==> src/rtl/serial_pkg.sv <==
// Shared definitions for the serial link (transmitter now, receiver later).
package serial_pkg;

    typedef enum logic [2:0] {
        IDLE   = 3'd0,
        START  = 3'd1,
        DATA   = 3'd2,
        PARITY = 3'd3,
        STOP   = 3'd4
    } tx_state_t;

    localparam logic LINE_IDLE = 1'b1;
    localparam logic START_BIT = 1'b0;
    localparam logic STOP_BIT  = 1'b1;

    // Counter width able to hold 0..n-1, never narrower than one bit.
    function automatic int unsigned min_width(input int unsigned n);
        return (n > 1) ? $clog2(n) : 1;
    endfunction

endpackage

==> src/rtl/serial_tx_if.sv <==
// Parallel word handshake between a producer (master) and the serial transmitter (slave).
interface serial_tx_if #(
    parameter int DATA_W = 8
);
    logic [DATA_W-1:0] data;
    logic              valid;
    logic              ready;
    logic              busy;

    modport master (output data, output valid, input ready, input busy);
    modport slave  (input data, input valid, output ready, output busy);

endinterface

==> src/rtl/serial_tx_bit_timer.sv <==
// Bit-period timer: tick marks the last clock of each CLKS_PER_BIT-long bit period.
module bit_timer
    import serial_pkg::*;
#(
    parameter int CLKS_PER_BIT = 4
) (
    input  logic clk,
    input  logic rst_n,
    input  logic clear,
    output logic tick
);

    localparam int TW = min_width(CLKS_PER_BIT);
    localparam logic [TW-1:0] LAST = TW'(CLKS_PER_BIT - 1);

    logic [TW-1:0] count;

    assign tick = (count == LAST);

    always_ff @(posedge clk or negedge rst_n) begin
        if (!rst_n) begin
            count <= '0;
        end else if (clear || tick) begin
            count <= '0;
        end else begin
            count <= count + 1'b1;
        end
    end

endmodule

==> src/rtl/serial_tx.sv <==
// LSB-first framed serial transmitter (start, DATA_W payload bits, stop).
// Define SERIAL_TX_PARITY_EN to insert an even-parity bit before the stop bit.
module serial_tx
    import serial_pkg::*;
#(
    parameter int DATA_W       = 8,
    parameter int CLKS_PER_BIT = 4
) (
    input  logic        clk,
    input  logic        rst_n,
    serial_tx_if.slave  tx,
    output logic        sout
);

    localparam int CW = $clog2(DATA_W + 1);
    localparam logic [CW-1:0] LAST_BIT = CW'(DATA_W - 1);

    tx_state_t         state;
    tx_state_t         state_next;
    logic [DATA_W-1:0] shreg;
    logic [DATA_W-1:0] shreg_next;
    logic [CW-1:0]     bit_cnt;
    logic [CW-1:0]     bit_cnt_next;
    logic              sout_next;
    logic              tick;
`ifdef SERIAL_TX_PARITY_EN
    logic              parity;
    logic              parity_next;
`endif

    assign tx.ready = (state == IDLE);
    assign tx.busy  = ~tx.ready;

    // Timer is held at zero while idle so the start bit gets a full period.
    bit_timer #(
        .CLKS_PER_BIT(CLKS_PER_BIT)
    ) u_timer (
        .clk   (clk),
        .rst_n (rst_n),
        .clear (state == IDLE),
        .tick  (tick)
    );

    always_comb begin
        state_next   = state;
        shreg_next   = shreg;
        bit_cnt_next = bit_cnt;
`ifdef SERIAL_TX_PARITY_EN
        parity_next  = parity;
`endif
        case (state)
            IDLE: begin
                if (tx.valid) begin
                    state_next = START;
                    shreg_next = tx.data;
`ifdef SERIAL_TX_PARITY_EN
                    parity_next = ^tx.data;
`endif
                end
            end
            START: begin
                if (tick) begin
                    state_next = DATA;
                end
            end
            DATA: begin
                if (tick) begin
                    shreg_next = shreg >> 1;
                    if (bit_cnt == LAST_BIT) begin
                        bit_cnt_next = '0;
`ifdef SERIAL_TX_PARITY_EN
                        state_next   = PARITY;
`else
                        state_next   = STOP;
`endif
                    end else begin
                        bit_cnt_next = bit_cnt + 1'b1;
                    end
                end
            end
`ifdef SERIAL_TX_PARITY_EN
            PARITY: begin
                if (tick) begin
                    state_next = STOP;
                end
            end
`endif
            STOP: begin
                if (tick) begin
                    state_next = IDLE;
                end
            end
            default: begin
                state_next = IDLE;
            end
        endcase
    end

    // The line level is decoded from the next state so sout stays a plain register.
    always_comb begin
        case (state_next)
            START:   sout_next = START_BIT;
            DATA:    sout_next = shreg_next[0];
`ifdef SERIAL_TX_PARITY_EN
            PARITY:  sout_next = parity_next;
`endif
            STOP:    sout_next = STOP_BIT;
            default: sout_next = LINE_IDLE;
        endcase
    end

    always_ff @(posedge clk or negedge rst_n) begin
        if (!rst_n) begin
            state   <= IDLE;
            shreg   <= '0;
            bit_cnt <= '0;
            sout    <= LINE_IDLE;
`ifdef SERIAL_TX_PARITY_EN
            parity  <= 1'b0;
`endif
        end else begin
            state   <= state_next;
            shreg   <= shreg_next;
            bit_cnt <= bit_cnt_next;
            sout    <= sout_next;
`ifdef SERIAL_TX_PARITY_EN
            parity  <= parity_next;
`endif
        end
    end

endmodule
==> src/flat_wrapper.sv <==
// flat-port wrapper written by rule: the top's interface ports become plain ports
module serial_tx_flat import serial_pkg::*;
#(
    parameter int DATA_W       = 8,
    parameter int CLKS_PER_BIT = 4
)
  (clk, rst_n, sout, tx_data, tx_valid, tx_ready, tx_busy);
  serial_tx_if #(.DATA_W(DATA_W)) tx_i ();
  input  logic clk;
  input  logic rst_n;
  output logic sout;
  input wire logic [$bits(tx_i.data)-1:0] tx_data;
  input wire logic [$bits(tx_i.valid)-1:0] tx_valid;
  output wire logic [$bits(tx_i.ready)-1:0] tx_ready;
  output wire logic [$bits(tx_i.busy)-1:0] tx_busy;
  assign tx_i.data = tx_data;
  assign tx_i.valid = tx_valid;
  assign tx_ready = tx_i.ready;
  assign tx_busy = tx_i.busy;
  serial_tx #(.DATA_W(DATA_W), .CLKS_PER_BIT(CLKS_PER_BIT)) u_core (.clk(clk), .rst_n(rst_n), .tx(tx_i), .sout(sout));
endmodule
==> config.mk <==
export PLATFORM = sky130hd
export DESIGN_NAME = serial_tx_flat
export DESIGN_NICKNAME = d
export VERILOG_FILES = /design/src/rtl/serial_pkg.sv /design/src/rtl/serial_tx_if.sv /design/src/rtl/serial_tx_bit_timer.sv /design/src/rtl/serial_tx.sv /design/src/flat_wrapper.sv
export SDC_FILE = /design/constraint.sdc
export NUM_CORES = 1
export LEC_CHECK = 0
export ABC_AREA = 1
export CORE_MARGIN = 2
export CORE_UTILIZATION = 49
export CTS_BUF_LIST = sky130_fd_sc_hd__clkbuf_4
export DETAILED_ROUTE_END_ITERATION = 7
export PLACE_DENSITY = 0.85
export SYNTH_ARGS = -nofsm -noshare
export SYNTH_HDL_FRONTEND = slang
export SYNTH_SLANG_ARGS = --single-unit
==> constraint.sdc <==
create_clock -name clk -period 1.4 [get_ports clk]
set_clock_uncertainty 0.2 [all_clocks]
set_input_delay 0.21 -clock clk [delete_from_list [all_inputs] [get_ports clk]]
set_output_delay 0.21 -clock clk [all_outputs]
set_load 0.01 [all_outputs]
==> flow_metrics.env, run 1 <==
export IMPL_syn_avg_cell_area_um2=7.88
export IMPL_n_fill_cell=143
export IMPL_finalNonFillerCells=173
export IMPL_maxSlewHeadroom=0.851
export IMPL_path_delay_family="simple AND/OR/NAND/NOR gates"
export IMPL_layout_drive_gt1_share=0.264
export IMPL_cts_max_level=1
export IMPL_cts_tree="yes"
export IMPL_clockBufferDepth=2
export IMPL_tns_ps=-1090
export IMPL_row_count=15
export IMPL_mostFrequentLayoutCells="nand2_1, dfrtp_1, buf_4, inv_1, clkdlybuf4s50_1"
export IMPL_die_y_um=46.8
export IMPL_tightest_slew_ps=221
export IMPL_critPathKind="reg2reg"
export IMPL_place_congestion=0.905
export IMPL_synth_compound_area_frac=0.0306
export IMPL_ys_ff_latch=18
export IMPL_status="finished, violations left"
export IMPL_start_util=0.520
export IMPL_setup_ws_ps=-120
export IMPL_setup_violations_final=13
export IMPL_die_area_um2=2190
export IMPL_cp_max_fo=7
export IMPL_wl_per_cell_um=11.6
export IMPL_clkSlewWorstSetupHoldPaths_ps=100
export IMPL_arrival_ps=1510
export IMPL_drv_cap=0
export IMPL_hold_viol=0
export IMPL_path_cells="nor2_4 -> buf_6 -> nand2_4 -> nor2_4 -> buf_4 -> inv_2 -> nand2_1 -> nand2_1"
export IMPL_syn_area_um2=898
export IMPL_critPathRequiredTime_ps=1390
export IMPL_synthDistinctLibCells=18
export IMPL_insertion_delay_ps=290
export IMPL_p_leak_nw=0.663
export IMPL_antenna_cells=0
export IMPL_grt_usage=0.216
export IMPL_final_common_cell="nand2_1"
export IMPL_antenna_found_initial=0
export IMPL_synth_xor_area_frac=0.0195
export IMPL_yosysWarnings=0
export IMPL_synth_nets=127
export IMPL_timing_final_crit_share=1.09
export IMPL_hp_class="in2async"
export IMPL_synth_fa_ha_area_frac=0.0279
export IMPL_use_met3=0.0346
export IMPL_drcViolationCount=0
export IMPL_final_nets=162
export IMPL_syn2layout_area_growth_pct=37.9
export IMPL_ant_nets=0
export IMPL_synthSimpleGateAreaFrac=0.336
export IMPL_cts_sink_count=18
export IMPL_grt_max_degree=19
export IMPL_grt_overflow=0
export IMPL_cpPeakStageDelay_ps=420
export IMPL_drt_iter0_drc=5
export IMPL_die_x_um=46.8
export IMPL_preCtsSetupSlack_ps=-226
export IMPL_crit_path_end_kind="register"
export IMPL_powerDensity_nw_per_um2=1630
export IMPL_grt_setup_unrepaired="true"
export IMPL_slowest_stage="dfrtp_1"
export IMPL_via_per_inst=4.79
export IMPL_syn_inst=114
export IMPL_root_buffer="clkbuf_4"
export IMPL_use_met2=0.403
export IMPL_ir_drop_uv=826
export IMPL_dp_hpwl_um=1450
export IMPL_finalWirelength_um=2000
export IMPL_slew_viol_final=0
export IMPL_max_freq_ghz=0.658
export IMPL_io_pins=14
export IMPL_busiest_layer="met2"
export IMPL_io_buffers=13
export IMPL_muxShareOfSynthArea=0
export IMPL_critPathBufInv=3
export IMPL_synth_top_family_by_area="simple AND/OR/NAND/NOR gates"
export IMPL_violations="negative setup slack"
export IMPL_critPathLaunchType="register"
export IMPL_finalCriticalPeriod_ps=1520
export IMPL_first_global_vias=750
export IMPL_dp_cells=165
export IMPL_grt_use_met1=0.225
export IMPL_dr_pass1_iters=3
export IMPL_vias=828
export IMPL_grt_first_pass_wirelength_um=3240
export IMPL_core_area_um2=1730
export IMPL_numCtsBuffers=3
export IMPL_ys_seq_area_frac=0.503
[cell usage after synthesis]
| cell type | number | area (um2) |
|---|---|---|
| o21ai_0 | 2 | 10.0 |
| nor3_1 | 1 | 5.00 |
| nor2_1 | 2 | 7.51 |
| dfstp_2 | 1 | 26.3 |
| nor2_4 | 3 | 33.8 |
| xor2_1 | 2 | 17.5 |
| ha_1 | 2 | 25.0 |
| o31ai_1 | 1 | 7.51 |
| and3_1 | 1 | 6.26 |
| inv_1 | 13 | 48.8 |
| nand4_1 | 1 | 6.26 |
| o21ai_1 | 2 | 10.0 |
| nand2_1 | 51 | 191 |
| dfrtp_1 | 17 | 425 |
| nand2_2 | 1 | 6.26 |
| inv_2 | 4 | 15.0 |
| nand3_1 | 9 | 45.0 |
| buf_6 | 1 | 11.3 |
[sequential cells by signal, summed over array words and instances (netlist names)]
| register | cells |
|---|---|
| u_core.bit_cnt | 4 |
| u_core.u_timer.count | 2 |
| u_core.state | 3 |
| u_core.sout | 1 |
| u_core.shreg | 8 |
[per-stage QoR]
stage / hold slack, ps / util / cell area [um2] / power [mW]
finish: 43.8 / 0.717 / 1240 / 2.02
global route: 53.7 / 0.717 / 1240 / 2.17
CTS: 53.0 / 0.696 / 1200 / 1.95
detailed placement: 235 / 0.668 / 1150 / 1.67
global placement: 233 / 0.668 / 1150 / 1.61
floorplan: -286 / - / 898 / 1.25
[timing repair]
| action | 4_1_cts | 5_1_grt |
|---|---|---|
| setup buffers | 1 | 3 |
| resized for setup | 20 | 3 |
| hold buffers | 0 | 0 |
| pin swaps | 5 | 3 |
| setup endpoints to repair | 14 | 15 |
| hold endpoints to repair | 0 | 0 |
[power by group]
part | internal (mW) | leakage, nW | switching [mW]
sequential | 0.711 | 0.230 | 0.111
clock | 0.104 | 0.0154 | 0.158
combinational | 0.451 | 0.417 | 0.481
[worst paths after layout]
check                                        start                       to  slack, ps  cells past startpoint
hold / removal                               rst_n          u_core.shreg[0]         40                      2
max in group asynchronous                    rst_n              u_core.sout        700                      2
setup reg to reg                   u_core.state[2]        u_core.bit_cnt[3]       -120                      8
min in group clk           u_core.u_timer.count[0]  u_core.u_timer.count[0]        250                      1
setup / recovery                   u_core.state[2]        u_core.bit_cnt[3]       -120                      8
hold reg to reg            u_core.u_timer.count[0]  u_core.u_timer.count[0]        250                      1
[routing by layer]
metal  vias to the layer above  wire length, um
li1                        419                -
met5                         -                0
met4                         0               55
met1                       388              773
met3                         6               69
met2                        15             1100
[logic make-up (layout without fill, tap and decap cells)]
logic type | Yosys count | in the layout
DFF | 18 | 18
and+or+nand+nor | 69 | 69
xor gates and xnor gates | 2 | 2
buffers and inverters | 18 | 52
adders and majority gates | 2 | 2
AOI/OAI and AO/OA | 5 | 5
[cell type report]
type / count / area, um2 / share of cell area
sequential: 18 / 452 / 0.365
multi-input combinational: 78 / 395 / 0.319
timing repair buffer: 31 / 270 / 0.218
inverter: 17 / 63.8 / 0.0515
tap: 25 / 31.3 / 0.0253
clock buffer: 3 / 22.5 / 0.0182
clock inverter: 1 / 3.75 / 0.00303
Note: power is estimated with default switching activity, not from simulation.
==> run 2: changes to the inputs <==
- GPL_ROUTABILITY_DRIVEN: default -> 0
- SETUP_SLACK_MARGIN: default -> 0.4
==> run 2 against run 1 <==
  * The run still ends with negative setup slack left
  * First-iteration DRC count increased to 3.0 times the previous value
  * Clock power increased by 8.0%
  * Combinational power decreased by 3.1%
  * Total power increased by 0.11%
  * Largest cell class unchanged
  * Highest routed layer unchanged
==> flow_metrics.env, run 2 (synthesis results as in run 1) <==
export IMPL_status="finished, violations left"
export IMPL_violations="negative setup slack"
export IMPL_wl_per_cell_um=10.8
export IMPL_grt_overflow=0
export IMPL_numCtsBuffers=3
export IMPL_preCtsSetupSlack_ps=-181
export IMPL_drcViolationCount=0
export IMPL_layout_drive_gt1_share=0.336
export IMPL_row_count=15
export IMPL_hold_viol=0
export IMPL_grt_first_pass_wirelength_um=2820
export IMPL_final_common_cell="nand2_1"
export IMPL_tightest_slew_ps=227
export IMPL_wl_met2_um=983
export IMPL_cts_hold_buf=0
export IMPL_arrival_ps=1090
export IMPL_root_buffer="clkbuf_4"
export IMPL_core_area_um2=1730
export IMPL_top_layer_used="met4"
export IMPL_largest_registers="u_core.shreg x8, u_core.bit_cnt x4, u_core.state x3"
export IMPL_grt_setup_unrepaired="true"
export IMPL_top_register="u_core.shreg"
export IMPL_p_leak_nw=0.663
export IMPL_finalCriticalPeriod_ps=1500
export IMPL_dr_pass1_iters=4
export IMPL_final_nets=160
export IMPL_finalWirelength_um=1850
export IMPL_syn2layout_area_growth_pct=43.0
export IMPL_hp_class="in2async"
export IMPL_clockBufferDepth=2
export IMPL_wl_met1_um=770
export IMPL_maxSlewHeadroom=0.849
export IMPL_wl_met3_um=68
export IMPL_cp_max_fo=3
export IMPL_cts_sink_count=18
export IMPL_die_y_um=46.8
export IMPL_ir_drop_uv=880
export IMPL_drv_cap=0
export IMPL_critPathKind="reg2out"
export IMPL_cts_max_level=1
export IMPL_timing_final_crit_share=1.07
export IMPL_crit_path_end_kind="output pin"
export IMPL_powerDensity_nw_per_um2=1570
export IMPL_setup_violations_final=14
export IMPL_die_x_um=46.8
export IMPL_antenna_found_initial=0
export IMPL_slew_viol_final=0
export IMPL_clkSlewWorstSetupHoldPaths_ps=100
export IMPL_via_per_inst=4.69
export IMPL_critPathLaunchType="register"
export IMPL_grt_max_degree=19
export IMPL_antenna_cells=0
export IMPL_drt_iter0_drc=15
export IMPL_dp_hpwl_um=1220
export IMPL_max_freq_ghz=0.666
export IMPL_die_area_um2=2190
export IMPL_first_global_vias=705
export IMPL_critPathRequiredTime_ps=990
export IMPL_ant_nets=0
export IMPL_io_pins=14
export IMPL_insertion_delay_ps=290
export IMPL_vias=802
export IMPL_setup_ws_ps=-102
export IMPL_io_buffers=13
export IMPL_largest_reg_flops=8
export IMPL_mostFrequentLayoutCells="nand2_1, dfrtp_1, inv_1, buf_4, clkdlybuf4s50_1"
export IMPL_cts_tree="yes"
export IMPL_start_util=0.520
export IMPL_n_fill_cell=125
export IMPL_grt_usage=0.182
export IMPL_fin_hold_ws_ps=40.0
==> run 2: cell count changes in the layout (fill, tap and decap cells not counted), moves of 2 or more <==
cell	delta
nand3_1	-2
nand2_1	-6
nand2_2	+6
nand3_2	+2
buf_4	-4
buf_6	+2
==> run 2: worst paths after layout <==
kind / slack, ps / endpoint / startpoint / cells past startpoint
worst min register to register: 290 / u_core.u_timer.count[0] / u_core.u_timer.count[0] / 1
max in group asynchronous: 700 / u_core.sout / rst_n / 2
min in group clk: 250 / u_core.shreg[7] / tx_data[7] / 3
worst max-delay path: -100 / tx_ready / u_core.state[2] / 4
worst min-delay path: 40 / u_core.u_timer.count[1] / rst_n / 2
worst max register to register: -90 / u_core.shreg[5] / u_core.state[2] / 8
==> run 2: cell type report <==
cell class | instances | area (um2) | area share
tap | 25 | 31.3 | 0.0243
multi-input combinational | 78 | 438 | 0.341
timing repair buffer | 29 | 263 | 0.204
inverter | 17 | 71.3 | 0.0555
clock buffer | 4 | 30.0 | 0.0234
sequential | 18 | 452 | 0.352
==> run 2: critical path, stage by stage (launching register included) <==
cell,delay (ps)
dfrtp_1,420
nor2_4,140
nand2_2,80
inv_2,70
buf_6,90
==> run 2: metal layers <==
metal / track usage / vias up
met2: 0.329 / 20
li1: - / 414
met4: 0.0722 / 0
met5: 0 / -
met1: 0.209 / 364
met3: 0.0385 / 4
==> run 2: what timing repair did <==
action	CTS	global route
setup buffers	3	4
gates resized for setup	24	13
setup endpoints to repair	21	21
pin swaps	7	8
gates cloned	0	0
==> run 2: power by group <==
part           leakage (nW)  internal (mW)  switching (mW)  total (mW)
clock                0.0184          0.130           0.152       0.283
sequential            0.230          0.712           0.120       0.831
combinational         0.415          0.441           0.464       0.904
total                 0.663           1.28           0.736        2.02
==> run 2: through the flow <==
stage               TNS (ps)  cell area [um2]  std cells   util  total power, mW
floorplan                  0              918        114      -             1.28
global placement        -888             1140        160  0.658             1.59
detailed placement     -1010             1140        160  0.658             1.63
CTS                     -841             1220        167  0.708             1.97
global route           -1760             1280        171  0.744             2.18
finish                  -918             1280        171  0.744             2.02
